===== config.mk =====
export PLATFORM = sky130hd
export DESIGN_NAME = xm_exc_controller
export DESIGN_NICKNAME = d
export VERILOG_FILES = /design/src/rtl/xm_exc_controller.sv
export SDC_FILE = /design/constraint.sdc
export NUM_CORES = 1
export LEC_CHECK = 0
export ABC_AREA = 1
export CORE_UTILIZATION = 44
export CTS_BUF_LIST = sky130_fd_sc_hd__clkbuf_8
export CTS_CLUSTER_SIZE = 24
export DETAILED_ROUTE_END_ITERATION = 8
export DONT_BUFFER_PORTS = 1
export PLACE_DENSITY = 0.6
export SETUP_SLACK_MARGIN = 0.3
export SYNTH_ARGS = -nofsm -noshare
export SYNTH_HDL_FRONTEND = slang
export SYNTH_SLANG_ARGS = --single-unit

===== constraint.sdc =====
create_clock -name clk_i -period 3.1 [get_ports clk_i]
set_input_delay 0.31 -clock clk_i [delete_from_list [all_inputs] [get_ports clk_i]]
set_output_delay 0.31 -clock clk_i [all_outputs]
set_load 0.005 [all_outputs]

===== src/rtl/xm_exc_controller.sv =====
// ---------------------------------------------------------------------------
// xm_exc_controller
//
// Exception / interrupt sequencer working beside the main instruction
// controller. At an instruction boundary (instDone_i) it accepts, in priority
// order, a return-from-exception, a software trap or the lowest-numbered
// unmasked interrupt (only when PSW[GIE_BIT] is set).
//   Entry : push PC to SP-2, push PSW to SP-4, read vector at
//           VEC_BASE + 2*idx, then write PC=vector, SP=SP-4, PSW with GIE
//           cleared in one cycle.
//   Return: pop PSW from SP, pop PC from SP+2, then write PC, PSW (as read)
//           and SP=SP+4 in one cycle.
// excBusy_o is high in every state except IDLE and stalls the main controller.
//
// Memory handshake:
//   memEn_o is a one-cycle request pulse issued only from a request state,
//   never from a wait state. The following wait state holds while
//   memBusy_i=1. A write completes on the first wait cycle with memBusy_i=0;
//   a read completes on the first wait cycle with memWr_i=1 and memBusy_i=0,
//   where memRdData_i is captured.
//
// Ports:
//   clk_i, rst_i                 clock, synchronous active-high reset
//   instDone_i                   instruction boundary pulse
//   irq_i, irqMask_i             level requests and per-line enables
//   trapReq_i, trapNum_i         trap request and trap index
//   retReq_i                     return-from-exception request
//   pcVal_i, spVal_i, pswVal_i   current architectural registers
//   memBusy_i, memWr_i,
//   memRdData_i                  memory busy, read-data-valid, read data
//   memEn_o, memRW_o, memAdr_o,
//   memWrData_o                  memory request (memRW_o=1 is a write)
//   pcWr_o/spWr_o/pswWr_o and
//   pcVal_o/spVal_o/pswVal_o     register write strobes and data
//   irqAck_o                     one-hot acknowledge pulse
//   excBusy_o                    sequence in progress
//   excFault_o                   memory timeout fault pulse
//
// Optional build macro XM_EXC_TIMEOUT_EN: wait states give up after
// MEM_TIMEOUT stalled cycles, pulse excFault_o and return to IDLE without
// register writes. Without it wait states wait forever and excFault_o is 0.
// All outputs are registered: each is computed for the state being entered.
// ---------------------------------------------------------------------------
module xm_exc_controller #(
  parameter int              WORD        = 16,
  parameter int              NUM_IRQ     = 8,
  parameter int              NUM_TRAP    = 4,
  parameter logic [WORD-1:0] VEC_BASE    = 16'hFFC0,
  parameter int              GIE_BIT     = 4,
  parameter int              MEM_TIMEOUT = 255
) (
  input  logic                        clk_i,
  input  logic                        rst_i,
  input  logic                        instDone_i,
  input  logic [NUM_IRQ-1:0]          irq_i,
  input  logic [NUM_IRQ-1:0]          irqMask_i,
  input  logic                        trapReq_i,
  input  logic [$clog2(NUM_TRAP)-1:0] trapNum_i,
  input  logic                        retReq_i,
  input  logic [WORD-1:0]             pcVal_i,
  input  logic [WORD-1:0]             spVal_i,
  input  logic [WORD-1:0]             pswVal_i,
  input  logic                        memBusy_i,
  input  logic                        memWr_i,
  input  logic [WORD-1:0]             memRdData_i,
  output logic                        memEn_o,
  output logic                        memRW_o,
  output logic [WORD-1:0]             memAdr_o,
  output logic [WORD-1:0]             memWrData_o,
  output logic                        pcWr_o,
  output logic                        spWr_o,
  output logic                        pswWr_o,
  output logic [WORD-1:0]             pcVal_o,
  output logic [WORD-1:0]             spVal_o,
  output logic [WORD-1:0]             pswVal_o,
  output logic [NUM_IRQ-1:0]          irqAck_o,
  output logic                        excBusy_o,
  output logic                        excFault_o
);

  typedef enum logic [3:0] {
    S_IDLE,
    S_PUSH_PC,
    S_PUSH_PC_W,
    S_PUSH_PSW,
    S_PUSH_PSW_W,
    S_VEC_RD,
    S_VEC_W,
    S_POP_PSW,
    S_POP_PSW_W,
    S_POP_PC,
    S_POP_PC_W,
    S_WRITEBACK
  } state_t;

  localparam logic [WORD-1:0] GIE_MASK = WORD'(1) << GIE_BIT;
  localparam logic [WORD-1:0] TWO      = WORD'(2);
  localparam logic [WORD-1:0] FOUR     = WORD'(4);

  state_t state_q, state_d;

  // Latched context for the running sequence.
  logic [WORD-1:0] sp_q, sp_d;
  logic [WORD-1:0] pc_q, pc_d;
  logic [WORD-1:0] psw_q, psw_d;     // pushed PSW on entry, popped PSW on return
  logic [WORD-1:0] idx_q, idx_d;     // vector index
  logic            ret_q, ret_d;     // 1 = return sequence

  // Registered outputs.
  logic               mem_en_q, mem_en_d;
  logic               mem_rw_q, mem_rw_d;
  logic [WORD-1:0]    mem_adr_q, mem_adr_d;
  logic [WORD-1:0]    mem_wdata_q, mem_wdata_d;
  logic               pc_wr_q, pc_wr_d;
  logic               sp_wr_q, sp_wr_d;
  logic               psw_wr_q, psw_wr_d;
  logic [WORD-1:0]    pc_val_q, pc_val_d;
  logic [WORD-1:0]    sp_val_q, sp_val_d;
  logic [WORD-1:0]    psw_val_q, psw_val_d;
  logic [NUM_IRQ-1:0] ack_q, ack_d;
  logic               busy_q, busy_d;

  // A wait state that did not complete this cycle.
  logic wait_stall;

  // Interrupt priority encoder: lowest pending index wins.
  logic [NUM_IRQ-1:0] irq_pend;
  logic [NUM_IRQ-1:0] irq_onehot;
  logic [WORD-1:0]    irq_num;
  logic               irq_hit;

  assign irq_pend = irq_i & irqMask_i;

  always_comb begin
    irq_hit    = 1'b0;
    irq_onehot = '0;
    irq_num    = '0;
    for (int i = NUM_IRQ - 1; i >= 0; i--) begin
      if (irq_pend[i]) begin
        irq_hit       = 1'b1;
        irq_onehot    = '0;
        irq_onehot[i] = 1'b1;
        irq_num       = WORD'(i);
      end
    end
  end

`ifdef XM_EXC_TIMEOUT_EN
  localparam int CNT_W = $clog2(MEM_TIMEOUT + 1);
  logic [CNT_W-1:0] cnt_q, cnt_d;
  logic             fault_q, fault_d;
`else
  logic unused_cfg;
  assign unused_cfg = wait_stall ^ (MEM_TIMEOUT == 0);
`endif

  always_comb begin
    state_d    = state_q;
    sp_d       = sp_q;
    pc_d       = pc_q;
    psw_d      = psw_q;
    idx_d      = idx_q;
    ret_d      = ret_q;
    ack_d      = '0;
    wait_stall = 1'b0;

    case (state_q)
      S_IDLE: begin
        if (instDone_i) begin
          if (retReq_i) begin
            ret_d   = 1'b1;
            sp_d    = spVal_i;
            pc_d    = pcVal_i;
            psw_d   = pswVal_i;
            state_d = S_POP_PSW;
          end else if (trapReq_i) begin
            ret_d   = 1'b0;
            sp_d    = spVal_i;
            pc_d    = pcVal_i;
            psw_d   = pswVal_i;
            idx_d   = WORD'(NUM_IRQ) + WORD'(trapNum_i);
            state_d = S_PUSH_PC;
          end else if (pswVal_i[GIE_BIT] && irq_hit) begin
            ret_d   = 1'b0;
            sp_d    = spVal_i;
            pc_d    = pcVal_i;
            psw_d   = pswVal_i;
            idx_d   = irq_num;
            ack_d   = irq_onehot;
            state_d = S_PUSH_PC;
          end
        end
      end
      S_PUSH_PC:  state_d = S_PUSH_PC_W;
      S_PUSH_PC_W: begin
        if (memBusy_i) wait_stall = 1'b1;
        else           state_d    = S_PUSH_PSW;
      end
      S_PUSH_PSW: state_d = S_PUSH_PSW_W;
      S_PUSH_PSW_W: begin
        if (memBusy_i) wait_stall = 1'b1;
        else           state_d    = S_VEC_RD;
      end
      S_VEC_RD:   state_d = S_VEC_W;
      S_VEC_W: begin
        if (memWr_i && !memBusy_i) state_d    = S_WRITEBACK;
        else                       wait_stall = 1'b1;
      end
      S_POP_PSW:  state_d = S_POP_PSW_W;
      S_POP_PSW_W: begin
        if (memWr_i && !memBusy_i) begin
          psw_d   = memRdData_i;
          state_d = S_POP_PC;
        end else begin
          wait_stall = 1'b1;
        end
      end
      S_POP_PC:   state_d = S_POP_PC_W;
      S_POP_PC_W: begin
        if (memWr_i && !memBusy_i) state_d    = S_WRITEBACK;
        else                       wait_stall = 1'b1;
      end
      S_WRITEBACK: state_d = S_IDLE;
      default:     state_d = S_IDLE;
    endcase

`ifdef XM_EXC_TIMEOUT_EN
    cnt_d   = '0;
    fault_d = 1'b0;
    if (wait_stall) begin
      if (cnt_q >= CNT_W'(MEM_TIMEOUT - 1)) begin
        state_d = S_IDLE;
        fault_d = 1'b1;
      end else begin
        cnt_d = cnt_q + 1'b1;
      end
    end
`endif

    // Outputs for the state being entered.
    mem_en_d    = 1'b0;
    mem_rw_d    = 1'b0;
    mem_adr_d   = '0;
    mem_wdata_d = '0;
    pc_wr_d     = 1'b0;
    sp_wr_d     = 1'b0;
    psw_wr_d    = 1'b0;
    pc_val_d    = '0;
    sp_val_d    = '0;
    psw_val_d   = '0;
    busy_d      = (state_d != S_IDLE);

    case (state_d)
      S_PUSH_PC: begin
        mem_en_d    = 1'b1;
        mem_rw_d    = 1'b1;
        mem_adr_d   = sp_d - TWO;
        mem_wdata_d = pc_d;
      end
      S_PUSH_PSW: begin
        mem_en_d    = 1'b1;
        mem_rw_d    = 1'b1;
        mem_adr_d   = sp_d - FOUR;
        mem_wdata_d = psw_d;
      end
      S_VEC_RD: begin
        mem_en_d  = 1'b1;
        mem_adr_d = VEC_BASE + (idx_d << 1);
      end
      S_POP_PSW: begin
        mem_en_d  = 1'b1;
        mem_adr_d = sp_d;
      end
      S_POP_PC: begin
        mem_en_d  = 1'b1;
        mem_adr_d = sp_d + TWO;
      end
      S_WRITEBACK: begin
        // Entered only from a completing read, so memRdData_i is the new PC.
        pc_wr_d  = 1'b1;
        sp_wr_d  = 1'b1;
        psw_wr_d = 1'b1;
        pc_val_d = memRdData_i;
        if (ret_d) begin
          sp_val_d  = sp_d + FOUR;
          psw_val_d = psw_d;
        end else begin
          sp_val_d  = sp_d - FOUR;
          psw_val_d = psw_d & ~GIE_MASK;
        end
      end
      default: ;
    endcase
  end

  always_ff @(posedge clk_i) begin
    if (rst_i) begin
      state_q     <= S_IDLE;
      sp_q        <= '0;
      pc_q        <= '0;
      psw_q       <= '0;
      idx_q       <= '0;
      ret_q       <= 1'b0;
      mem_en_q    <= 1'b0;
      mem_rw_q    <= 1'b0;
      mem_adr_q   <= '0;
      mem_wdata_q <= '0;
      pc_wr_q     <= 1'b0;
      sp_wr_q     <= 1'b0;
      psw_wr_q    <= 1'b0;
      pc_val_q    <= '0;
      sp_val_q    <= '0;
      psw_val_q   <= '0;
      ack_q       <= '0;
      busy_q      <= 1'b0;
`ifdef XM_EXC_TIMEOUT_EN
      cnt_q       <= '0;
      fault_q     <= 1'b0;
`endif
    end else begin
      state_q     <= state_d;
      sp_q        <= sp_d;
      pc_q        <= pc_d;
      psw_q       <= psw_d;
      idx_q       <= idx_d;
      ret_q       <= ret_d;
      mem_en_q    <= mem_en_d;
      mem_rw_q    <= mem_rw_d;
      mem_adr_q   <= mem_adr_d;
      mem_wdata_q <= mem_wdata_d;
      pc_wr_q     <= pc_wr_d;
      sp_wr_q     <= sp_wr_d;
      psw_wr_q    <= psw_wr_d;
      pc_val_q    <= pc_val_d;
      sp_val_q    <= sp_val_d;
      psw_val_q   <= psw_val_d;
      ack_q       <= ack_d;
      busy_q      <= busy_d;
`ifdef XM_EXC_TIMEOUT_EN
      cnt_q       <= cnt_d;
      fault_q     <= fault_d;
`endif
    end
  end

  assign memEn_o     = mem_en_q;
  assign memRW_o     = mem_rw_q;
  assign memAdr_o    = mem_adr_q;
  assign memWrData_o = mem_wdata_q;
  assign pcWr_o      = pc_wr_q;
  assign spWr_o      = sp_wr_q;
  assign pswWr_o     = psw_wr_q;
  assign pcVal_o     = pc_val_q;
  assign spVal_o     = sp_val_q;
  assign pswVal_o    = psw_val_q;
  assign irqAck_o    = ack_q;
  assign excBusy_o   = busy_q;
`ifdef XM_EXC_TIMEOUT_EN
  assign excFault_o  = fault_q;
`else
  assign excFault_o  = 1'b0;
`endif

endmodule

* Word level (Yosys, flattened, before mapping)
Cells that the tools add are included.
** Storage, ports and cells
- Bits in latches :: 0
- Output and inout bits :: 95
- Logic and storage cells :: 135
- Register bits :: 160
- Bits in read-only memories :: 0
- Memories kept :: 0
- RAM bits :: 0
- Input port bits :: 89
** Operators by class
- Eq/ne operators :: 16
- Muxes and demuxes :: 65
- $mul :: 0
- Reductions and logical operators :: 18
- Div/mod/pow operators :: 0
- Shift operators :: 0
- Bitwise gates (word level) :: 6
- Magnitude comparators :: 0
- $add $sub $neg :: 6
** Operator list (count)
- 16-bit two-way mux :: 16
- 15-bit two-way mux :: 10
- 16-bit case mux with 5 select lines :: 1
- 16-bit case mux with 2 select lines :: 2
- 4-bit case mux with 10 select lines :: 1
- 4-bit two-way mux :: 9
- 4-bit by 3-bit equality test with 1-bit output (second input constant) :: 6
- 4-bit equality test (second input constant) :: 5
- 1-bit two-way mux :: 17
- 16-bit adder (first input constant) :: 1
- 16-bit by 2-bit adder with 16-bit output (second input constant) :: 1
- 16-bit by 3-bit adder with 16-bit output (second input constant) :: 1
- 16-bit by 2-bit subtractor with 16-bit output (second input constant) :: 1
- 16-bit by 3-bit subtractor with 16-bit output (second input constant) :: 1
- 13-bit OR reduction :: 1
- 4-bit by 2-bit equality test with 1-bit output (second input constant) :: 3
- 3-bit two-way mux :: 4
- 12-bit OR reduction :: 1
- 11-bit OR reduction :: 1
- 10-bit OR reduction :: 1
- 9-bit OR reduction :: 1
- 8-bit AND :: 1
- 4-bit by 1-bit equality test with 1-bit output (second input constant) :: 2
- 8-bit two-way mux :: 1
- other kinds (16) :: 23

* Longest topological paths before layout
Gate-level depths: netlist of run 1.
- Depth in word-level cells :: 18
- Depth in mapped cells :: 24
- Gate-level depth less buffers :: 23

* Worst setup path before layout of run 1
No wires, ideal clock.
- Path kind :: input to register
- Start point :: input port irq_i[2]
- End point :: register mem_adr_q[13] (netlist: memAdr_o[13])
- Setup time :: 0.132 ns
- Cell stages on the path :: 23
- Data arrival time :: 2.875 ns
- Path slack :: 0.093 ns
- Data required time :: 2.968 ns
- Buffers on the path :: 2
- Cells stage by stage :: nand2_2 nand2_2 nor2_4 nand2_2 nand2_4 nand3_4 nand2_4 buf_12 buf_6 nand2_1 o21ai_1 inv_1 fa_1 inv_1 nand3_1 nand2_1 a21oi_1 o21ai_0 a21oi_1 xor2_1 nor2_1 nor2_1 a21oi_1
** Between the ends
- Longest elaborated chain between the ends :: 12
- Elaborated cells between the ends (all ways) :: 33
- Classes of those cells :: add/sub (4); eq/ne (5); mux (22); bitwise (1); reduce/logical (1)
** Ends and longest elaborated chain
- start: declaration :: RTL line 55 : input logic [NUM_IRQ-1:0] irq_i,
- 8-bit AND (*) :: RTL line 132 : assign irq_pend = irq_i & irqMask_i;
- 1-bit two-way mux (3 in a row) :: RTL line 139 : if (irq_pend[i]) begin
- 1-bit logical AND :: RTL line 183 : end else if (pswVal_i[GIE_BIT] && irq_hit) begin
- 16-bit two-way mux (tied with other cells) :: RTL line 183
- 16-bit two-way mux (tied with other cells) :: RTL line 176 : end else if (trapReq_i) begin
- 16-bit two-way mux (tied with other cells) :: RTL line 170 : if (retReq_i) begin
- 16-bit two-way mux (tied with other cells) :: RTL line 169 : if (instDone_i) begin
- 16-bit two-way mux (tied with other cells) :: RTL line 167 : case (state_q)
- 16-bit by 2-bit adder with 16-bit output (tied with other cells) :: RTL line 276 : mem_adr_d = sp_d + TWO;
- 16-bit case mux with 5 select lines (*) :: RTL line 253 : case (state_d)
- end signal: assignment :: RTL line 329 : mem_adr_q <= mem_adr_d;
- end: declaration :: RTL line 112 : logic [WORD-1:0] mem_adr_q, mem_adr_d;
Every way passes the cells marked *; elsewhere a longest branch is shown, timed or not.
A chain may end at the register's enable or synchronous reset.

* Worst setup path after layout of run 1
- Start point :: register state_q[2]
- End point :: register mem_adr_q[11] (netlist: memAdr_o[11])
** Between the ends
- Longest elaborated chain between the ends :: 7
- Elaborated cells between the ends (all ways) :: 33
- Classes of those cells :: add/sub (4); eq/ne (15); mux (12); reduce/logical (2)
** Ends and longest elaborated chain
- start: declaration :: RTL line 100 : state_t state_q, state_d;
- start signal: assignment :: RTL line 321 : state_q <= state_d;
- branches (longest 6 deep; another with 16-bit by 2-bit adder with 16-bit output)
- 16-bit case mux with 5 select lines (*) :: RTL line 253
Mark *: on every way between the ends.

==> reports/metrics.csv, run 1 <==
metric,value,unit
final core occ,54.1,%
hold endpoint,irqAck_o[5]$_SDFF_PP0_,
Synth area leaders,"dfxtp_1, nand2_1, nor2_1, inv_1, o21ai_0",
vias per cell,5.20,
die height,136,um
FP Rows,48,
Layout fillers,1689,
metal2 WL,11500,um
Placed Cells,1318,
"FFs w/ async S/R, synth",0,%
largest net degree at the start of global routing,46,
Synth Cell Area,7870,sq um
Die W,136,um
DP HPWL,17000,um
hold path cells,2,
pwr dens,745,nW/um^2
DR WL/cell,17.0,um
TritonRoute pass-1 iters,5,
WL final,23900,um
Vias,7310,
share of the synthesized area in the top cell type,40.7,%
starting density of the core,45.4,%
CP endpoint kind,flop,
outcome,finished clean,
"Slew Viols, Final",0,
crit path DAT,3.08,ns
Worst-Skew Late Latency,0.47,ns
Final Cycle Share,86.4,%
maximum vdd ir drop,0.373,mV
GRT overflow,0,
CTS tree,done,
Num Clock Sinks,160,
top cell type by total area after synthesis,dfxtp_1,
reg2reg path depth,19,
clock period minus final worst setup slack,2.68,ns
die area,18400,sq um
Post-synth EDFFs,0,
Worst setup SP type,flop,
clk buf depth,2,
hold_sp,irqMask_i[5],
register area share after synthesis,40.7,%
remaining antenna violation count,0,
Final #Nets,1271,
setup repair after global routing missed its margin,yes,
first-pass GRT wire length,36100,um
share of layout cells above drive strength 1,19.4,%
root buffer cell,clkbuf_8,
met3 wire length,1690,um
initial antenna violation count,1,
P_leak,0.00413,uW
R2R Path End,memAdr_o[11]$_SDFF_PP0_,
Setup Skew,0.00968,ns
# port buffers,0,
clock slew at reported path FFs,0.10,ns
drt first-iter violations,467,
Max Fanout on Critical Path,6,
RR Startpoint,state_q[2]$_SDFF_PP0_,
final setup violation count,0,
Max-slew headroom,33.5,%
synth unique cells,53,
Max Clk Rate,373,MHz
Core ar.,17400,sq um
WP data required,3.50,ns
Crit Path Category,reg -> reg,
H-tree depth,4,
GR Util All Layers,25.8,%
Num CTS Buffers,17,
synthesized flop and latch total,160,
Ys Warns,0,
Hold WC Path Type,in -> reg,
synth-to-layout area growth,19.3,%
max-cap viol count,0,
syn_nets,1204,
Synth Flop Type,dfxtp_1,
# IOs,184,
WL met1,10100,um
r2r setup slk,0.42,ns
Power Total,6990,uW
syn avg cell area,7.17,sq um
endpoints failing hold,0,
Worst Tran Pin Value,0.996,ns
vias in the first global route,6882,
Post-Syn Instances,1098,
final cell count without fillers,1405,
TNS Setup,0,ns
drc violations,0,
"top cells by count, synth","nand2_1, nor2_1, dfxtp_1",
uppermost layer routed,met4,
cell with the most instances after synthesis,nand2_1,
GP Congestion,0.952,
[placed cells by master, fill, tap and decap left out, types with 6 or more instances in the layout]
master and n:
a31oi_1 15, dlygate4sd3_1 23, a21oi_1 37, dfxtp_1 156, nand3b_1 9, clkbuf_8 17, o22ai_1 6, nor2_2 6
o21ai_1 19, buf_4 56, xor2_1 10, inv_1 104, nand2_4 17, o21ai_0 56, inv_8 7, nor2_4 10
nor3_1 12, nand3_1 56, ha_1 6, nand4_1 9, inv_2 12, a21oi_2 8, ha_4 10, nand2_2 28
nor2_1 187, nand2_1 220
[cells by family after synthesis]
group,Yosys count,synth area share (%)
buffers and inverters,164,9.03
DFF,160,40.7
adders and majority gates,17,2.80
AOI/OAI and AO/OA,173,12.7
muxes,1,0.127
and+or+nand+nor,572,33.5
xor gates and xnor gates,10,1.11
other,1,0.0476
[stage by stage]
step	hold slack [ns]	area [sq um]	setup WS [ns]
after floorplan	0.422	7900	0.301
after global placement	0.397	8200	0.166
after detailed placement	0.398	8200	0.104
after CTS	0.00163	8930	0.338
after global routing	0.00967	9390	0.234
final	0.0110	9390	0.421
[registers in the layout (all words and copies together), names as in the netlist]
register,count
memAdr_o,16
excBusy_o,1
spVal_o,16
memWrData_o,16
irqAck_o,8
pc_q,16
state_q,4
pswVal_o,16
pswWr_o,1
ret_q,1
pcVal_o,16
psw_q,16
memRW_o,1
idx_q,15
sp_q,16
memEn_o,1
[power breakdown]
part	total [uW]	internal, uW	switching (uW)
sequential	2400	2290	107
combinational	3070	1160	1910
clock	1530	607	920
[metal layers]
| metal | track usage [%] | vias to the layer above |
|---|---|---|
| met3 | 5.69 | 44 |
| met1 | 30.7 | 3333 |
| met5 | 0 | - |
| met4 | 9.61 | 0 |
| met2 | 44.8 | 279 |
| li1 | - | 3654 |
[worst max-delay path, cell delays in order (launching register included)]
cell,delay (ns)
dfxtp_2,0.34
nor2_2,0.11
inv_2,0.08
nor2_4,0.13
nand2_4,0.08
inv_8,0.09
nand2_8,0.07
buf_6,0.14
o21ai_4,0.15
inv_2,0.07
fa_2,0.33
inv_2,0.07
nand3_2,0.07
nand2_2,0.11
a21oi_4,0.07
o21ai_4,0.20
buf_6,0.12
xor2_1,0.13
a21oi_1,0.08
a21oi_1,0.16
[worst max path at each step]
stage	startpoint	to	depth (start not counted)	slack, ns
2_1_floorplan	irq_i[0]	memAdr_o[13]$_SDFF_PP0_	23	0.30
3_3_place_gp	irq_i[0]	memAdr_o[13]$_SDFF_PP0_	20	0.17
3_5_place_dp	irq_i[0]	memAdr_o[13]$_SDFF_PP0_	20	0.10
4_1_cts	state_q[3]$_SDFF_PP0_	memAdr_o[13]$_SDFF_PP0_	20	0.34
5_1_grt	state_q[2]$_SDFF_PP0_	memAdr_o[14]$_SDFF_PP0_	23	0.23
6_report	state_q[2]$_SDFF_PP0_	memAdr_o[11]$_SDFF_PP0_	19	0.42
[repair_timing]
item	in CTS	in global routing
buffers inserted	7	21
pin swaps	5	34
endpoints found under the hold margin	66	1
resized for setup	8	59
hold buffers	23	1
gates cloned	0	1
endpoints found under the setup margin	8	21
[final cells by class]
type	instances	area, sq um	area share [%]
multi-input combinational	775	4270	45.4
sequential	160	3210	34.2
clock inverter	15	159	1.69
timing repair buffer	86	747	7.96
inverter	125	488	5.20
antenna	2	5.00	0.0533
clock buffer	17	234	2.49
tap	225	282	3.00
No activity file was read; power rests on OpenSTA's default activity.
==> inputs of run 2 (changes only) <==
- CORE_UTILIZATION: 44 -> 60
- PLACE_DENSITY: 0.6 -> 0.78
==> run 2 against run 1 <==
Worst hold slack improved by 0.0065 ns. Non-clock buffer count decreased by 7. First-iteration DRC count increased by 52%. Via count increased by 4.8%. Setup slack got worse by 0.017 ns. Design area decreased by 1.1%. Combinational power about the same.
==> reports/metrics.csv, run 2 (synthesized netlist as in run 1, its figures left out) <==
metric,value,unit
Setup Skew,0.00886,ns
CTS tree,done,
worst stage delay on the critical path,0.37,ns
Switching Fraction,41.8,%
initial antenna violation count,1,
Power Total,6940,uW
Worst-Skew Late Latency,0.46,ns
die height,117,um
WHS,0.0175,ns
"Slew Viols, Final",0,
max-cap viol count,0,
endpoints failing hold,0,
R2R Path End,memAdr_o[15]$_SDFF_PP0_,
Max Fanout on Critical Path,8,
Core ar.,12700,sq um
Final Cycle Share,87.0,%
Max-slew headroom,60.6,%
Die W,117,um
first-pass GRT wire length,34700,um
clock slew at reported path FFs,0.09,ns
largest net degree at the start of global routing,46,
Worst Tran Pin Value,0.590,ns
maximum vdd ir drop,0.457,mV
clk buf depth,2,
worst-path cell chain,nor2_4 -> inv_2 -> nor2_4 -> nand2_4 -> clkinv_8 -> nand2_8 -> nand2_2 -> nand2_4 -> inv_2 -> ha_4 -> a21oi_2 -> o21ai_2 -> a21oi_4 -> o21ai_4 -> a21oi_2 -> nand3_1 -> nand2_1 -> nor2_1 -> nor2_1 -> a21oi_1,
end point of the critical path,memAdr_o[15]$_SDFF_PP0_,
crit path DAT,3.04,ns
synth-to-layout area growth,17.9,%
GP Congestion,0.928,
share of layout cells above drive strength 1,19.2,%
clock period minus final worst setup slack,2.70,ns
drc violations,0,
CP endpoint kind,flop,
FP Rows,41,
Num Clock Sinks,160,
r2r setup slk,0.40,ns
Max Clk Rate,371,MHz
TritonRoute pass-1 iters,6,
GR Util All Layers,33.7,%
share of power burned in the clock network,21.1,%
setup repair after global routing missed its margin,yes,
Flop pwr share,34.6,%
die area,13600,sq um
H-tree depth,4,
hold path cells,2,
outcome,finished clean,
vias per cell,5.70,
drt first-iter violations,711,
remaining antenna violation count,0,
RR Startpoint,state_q[3]$_SDFF_PP0_,
WL final,23800,um
# IOs,184,
Crit Path Category,reg -> reg,
Critical Path Start,state_q[3]$_SDFF_PP0_,
"commonest non-fill, non-tap cell in the layout",nand2_1,
DR WL/cell,17.7,um
vias in the first global route,7008,
Comb power frac,44.2,%
starting density of the core,61.9,%
Final #Nets,1264,
Slowest cell on crit path,dfxtp_4,
reg2reg path depth,20,
root buffer cell,clkbuf_8,
P_leak,0.00411,uW
WP data required,3.44,ns
final setup violation count,0,
DP HPWL,16100,um
GRT overflow,0,
Num CTS Buffers,17,
# port buffers,0,
Net Switching,2900,uW
Worst setup SP type,flop,
"commonest cells after routing, fill and taps aside","nand2_1, nor2_1, dfxtp_1",
pwr dens,748,nW/um^2
Hold WC Path Type,in -> reg,
Pint,4040,uW
Vias,7660,
TNS Setup,0,ns
final core occ,72.9,%
-- run 2: how the worst min path moves through the flow --
stage	start	end	slack, ns
after CTS	rst_i	psw_q[2]$_SDFF_PP0_	0.002
after detailed placement	rst_i	memAdr_o[13]$_SDFF_PP0_	0.40
final	spVal_i[0]	spVal_o[0]$_SDFF_PP0_	0.02
after global routing	irqMask_i[6]	irqAck_o[6]$_SDFF_PP0_	0.01
after global placement	rst_i	memAdr_o[13]$_SDFF_PP0_	0.39
after floorplan	memRdData_i[0]	pcVal_o[0]$_SDFF_PP0_	0.42
-- run 2: critical path: cells and delay by family, from the launching register on --
family | cells | cell delay [ns]
buffers and inverters | 3 | 0.27
flip-flops | 1 | 0.37
adder cells (fa/ha/maj) | 1 | 0.24
AND/OR/NAND/NOR | 10 | 0.88
AO/OA/AOI/OAI | 6 | 0.83
-- run 2: power groups by stage --
stage	Clock, uW	Combinational, uW	Sequential, uW
detailed placement	0	2460	2440
finish	1470	3070	2410
CTS	1470	2590	2400
global route	1570	3320	2430
floorplan	0	1910	2410
global placement	0	2440	2440
-- run 2: area by class of cell --
type | instances | area (sq um)
Multi-Input combinational cell | 775 | 4310
Sequential cell | 160 | 3220
Tap cell | 172 | 215
Clock inverter | 12 | 98.8
Inverter | 125 | 490
Timing Repair Buffer | 79 | 673
Fill cell | 1006 | 3440
Antenna cell | 1 | 2.50
Clock buffer | 20 | 275
-- run 2: through the flow --
step                instance area [sq um]  setup slack [ns]  cells
floorplan                            7900             0.301   1098
global placement                     8120            0.0807   1263
detailed placement                   8120             0.124   1263
CTS                                  8810             0.305   1321
global route                         9280             0.228   1344
finish                               9280             0.404   1344
-- run 2: repair_timing --
action / in CTS / in global routing
gates resized for setup: 14 / 59
cloned: 0 / 1
setup buffers: 4 / 21
pin swaps: 4 / 30
hold buffers: 22 / 0
setup endpoints to repair: 8 / 11
hold endpoints to repair: 65 / 0
-- run 2: layer usage --
metal  global-route usage, %  wire length (um)  vias to the layer above
met5                       0                 0                        -
met4                    19.2              1030                        0
met1                    38.8              9160                     3518
met3                    6.23              1980                       86
li1                        -                 -                     3633
met2                    58.8             11700                      423
==> inputs of run 3 (changes only) <==
- HOLD_SLACK_MARGIN: default -> 0.08
==> run 3 against run 2 <==
Setup slack improved by 0.010 ns. Utilization increased by 2.6 points. Clock skew increased by 0.0031 ns. First-iteration DRC count increased by 23%. Critical endpoint unchanged. Largest power group unchanged.
==> reports/metrics.csv, run 3 (synthesized netlist as in run 1, its figures left out) <==
metric,value,unit
Switching Fraction,41.9,%
Final #Nets,1296,
Layout fillers,939,
Max Clk Rate,372,MHz
largest net degree at the start of global routing,62,
CP Buf/Inv Count,3,
# IOs,184,
initial antenna violation count,1,
Max-slew headroom,59.6,%
drt first-iter violations,871,
max-cap viol count,0,
starting density of the core,61.9,%
Placed Cells,1263,
Num CTS Buffers,17,
Comb power frac,44.5,%
CTS tree,done,
Core ar.,12700,sq um
Net Switching,2930,uW
clock period minus final worst setup slack,2.69,ns
TritonRoute pass-1 iters,5,
worst-path cell chain,nor2_4 -> inv_2 -> nor2_4 -> nand2_4 -> clkinv_8 -> nand3b_1 -> nand2_4 -> inv_2 -> ha_4 -> a21oi_2 -> o21ai_2 -> a21oi_4 -> o21ai_4 -> a21oi_2 -> nand3_1 -> nand2_1 -> nor2_1 -> nor2_1 -> a21oi_1,
Finished Cell Area,9610,sq um
"commonest cells after routing, fill and taps aside","nand2_1, nor2_1, dfxtp_1",
Worst Tran Pin Value,0.605,ns
final setup violation count,0,
Final Cycle Share,86.6,%
root buffer cell,clkbuf_8,
WHS,0.103,ns
Flop pwr share,34.4,%
DP HPWL,16100,um
P_leak,0.00425,uW
die height,117,um
Slowest cell on crit path,dfxtp_4,
synth-to-layout area growth,22.1,%
Num Clock Sinks,160,
first-pass GRT wire length,36600,um
WP data required,3.44,ns
vias per cell,5.74,
clock slew at reported path FFs,0.08,ns
clk buf depth,2,
DR WL/cell,18.2,um
crit path DAT,3.03,ns
die area,13600,sq um
"commonest non-fill, non-tap cell in the layout",nand2_1,
Hold WC Path Type,in -> reg,
Setup Skew,0.0119,ns
"Slew Viols, Final",0,
final cell count without fillers,1376,
worst stage delay on the critical path,0.37,ns
setup repair after global routing missed its margin,no,
maximum vdd ir drop,0.488,mV
Vias,7898,
Max Fanout on Critical Path,8,
final core occ,75.5,%
pwr dens,728,nW/um^2
outcome,finished clean,
GR Util All Layers,35.4,%
H-tree depth,4,
# port buffers,0,
endpoints failing hold,0,
remaining antenna violation count,0,
Crit Path Category,reg -> reg,
WL final,25000,um
TNS Setup,0,ns
FP Rows,41,
Worst setup SP type,flop,
vias in the first global route,7280,
GP Congestion,0.928,
placed cell areas,8120,sq um
GRT overflow,0,
CP endpoint kind,flop,
share of layout cells above drive strength 1,18.8,%
Worst-Skew Late Latency,0.47,ns
Pint,4070,uW
critical path's top delay family,simple AND/OR/NAND/NOR gates,
Die W,117,um
drc violations,0,
share of power burned in the clock network,21.1,%
[run 3: timing repair]
action                     4_1_cts  5_1_grt
setup buffers                    4       21
gates cloned                     0        1
resized for setup               14       61
pin swaps                        4       30
setup endpoints to repair        8       11
hold endpoints to repair       102        0
hold buffers                    54        0
[run 3: final cells by class]
cell class                 count  area (sq um)  area share (%)
clock inverter                12          98.8            1.03
timing repair buffer         111           997            10.4
antenna                        1          2.50          0.0260
multi-input combinational    775          4310            44.9
tap                          172           215            2.24
sequential                   160          3220            33.5
inverter                     125           490            5.10
clock buffer                  20           275            2.86
[run 3: worst paths after layout]
kind | start | endpoint | slack [ns] | cells after the start
worst max-delay path | state_q[3]$_SDFF_PP0_ | memAdr_o[15]$_SDFF_PP0_ | 0.41 | 19
worst min register to register | idx_q[6]$_SDFF_PP0_ | idx_q[6]$_SDFF_PP0_ | 0.49 | 2
worst max register to register | state_q[3]$_SDFF_PP0_ | memAdr_o[15]$_SDFF_PP0_ | 0.41 | 19
worst min-delay path | pswVal_i[14] | psw_q[14]$_SDFF_PP0_ | 0.10 | 2
[run 3: metal layers]
| metal | up-vias | global-route usage, % | routed length [um] |
|---|---|---|---|
| li1 | 3695 | - | - |
| met2 | 470 | 61.7 | 12400 |
| met3 | 80 | 6.85 | 2120 |
| met5 | - | 0 | 0 |
| met4 | 0 | 19.1 | 1020 |
| met1 | 3653 | 41.1 | 9460 |
[run 3: power by group through the flow]
stage | logic, uW | clock network (uW) | registers (uW)
floorplan | 1910 | 0 | 2410
global placement | 2440 | 0 | 2440
detailed placement | 2460 | 0 | 2440
CTS | 2620 | 1470 | 2400
global route | 3370 | 1570 | 2430
finish | 3120 | 1470 | 2410
[run 3: through the flow]
| step | setup WS, ns | power, uW |
|---|---|---|
| after floorplan | 0.301 | 4320 |
| after global placement | 0.0807 | 4880 |
| after detailed placement | 0.124 | 4910 |
| after CTS | 0.301 | 6500 |
| after global routing | 0.256 | 7370 |
| final | 0.414 | 7000 |
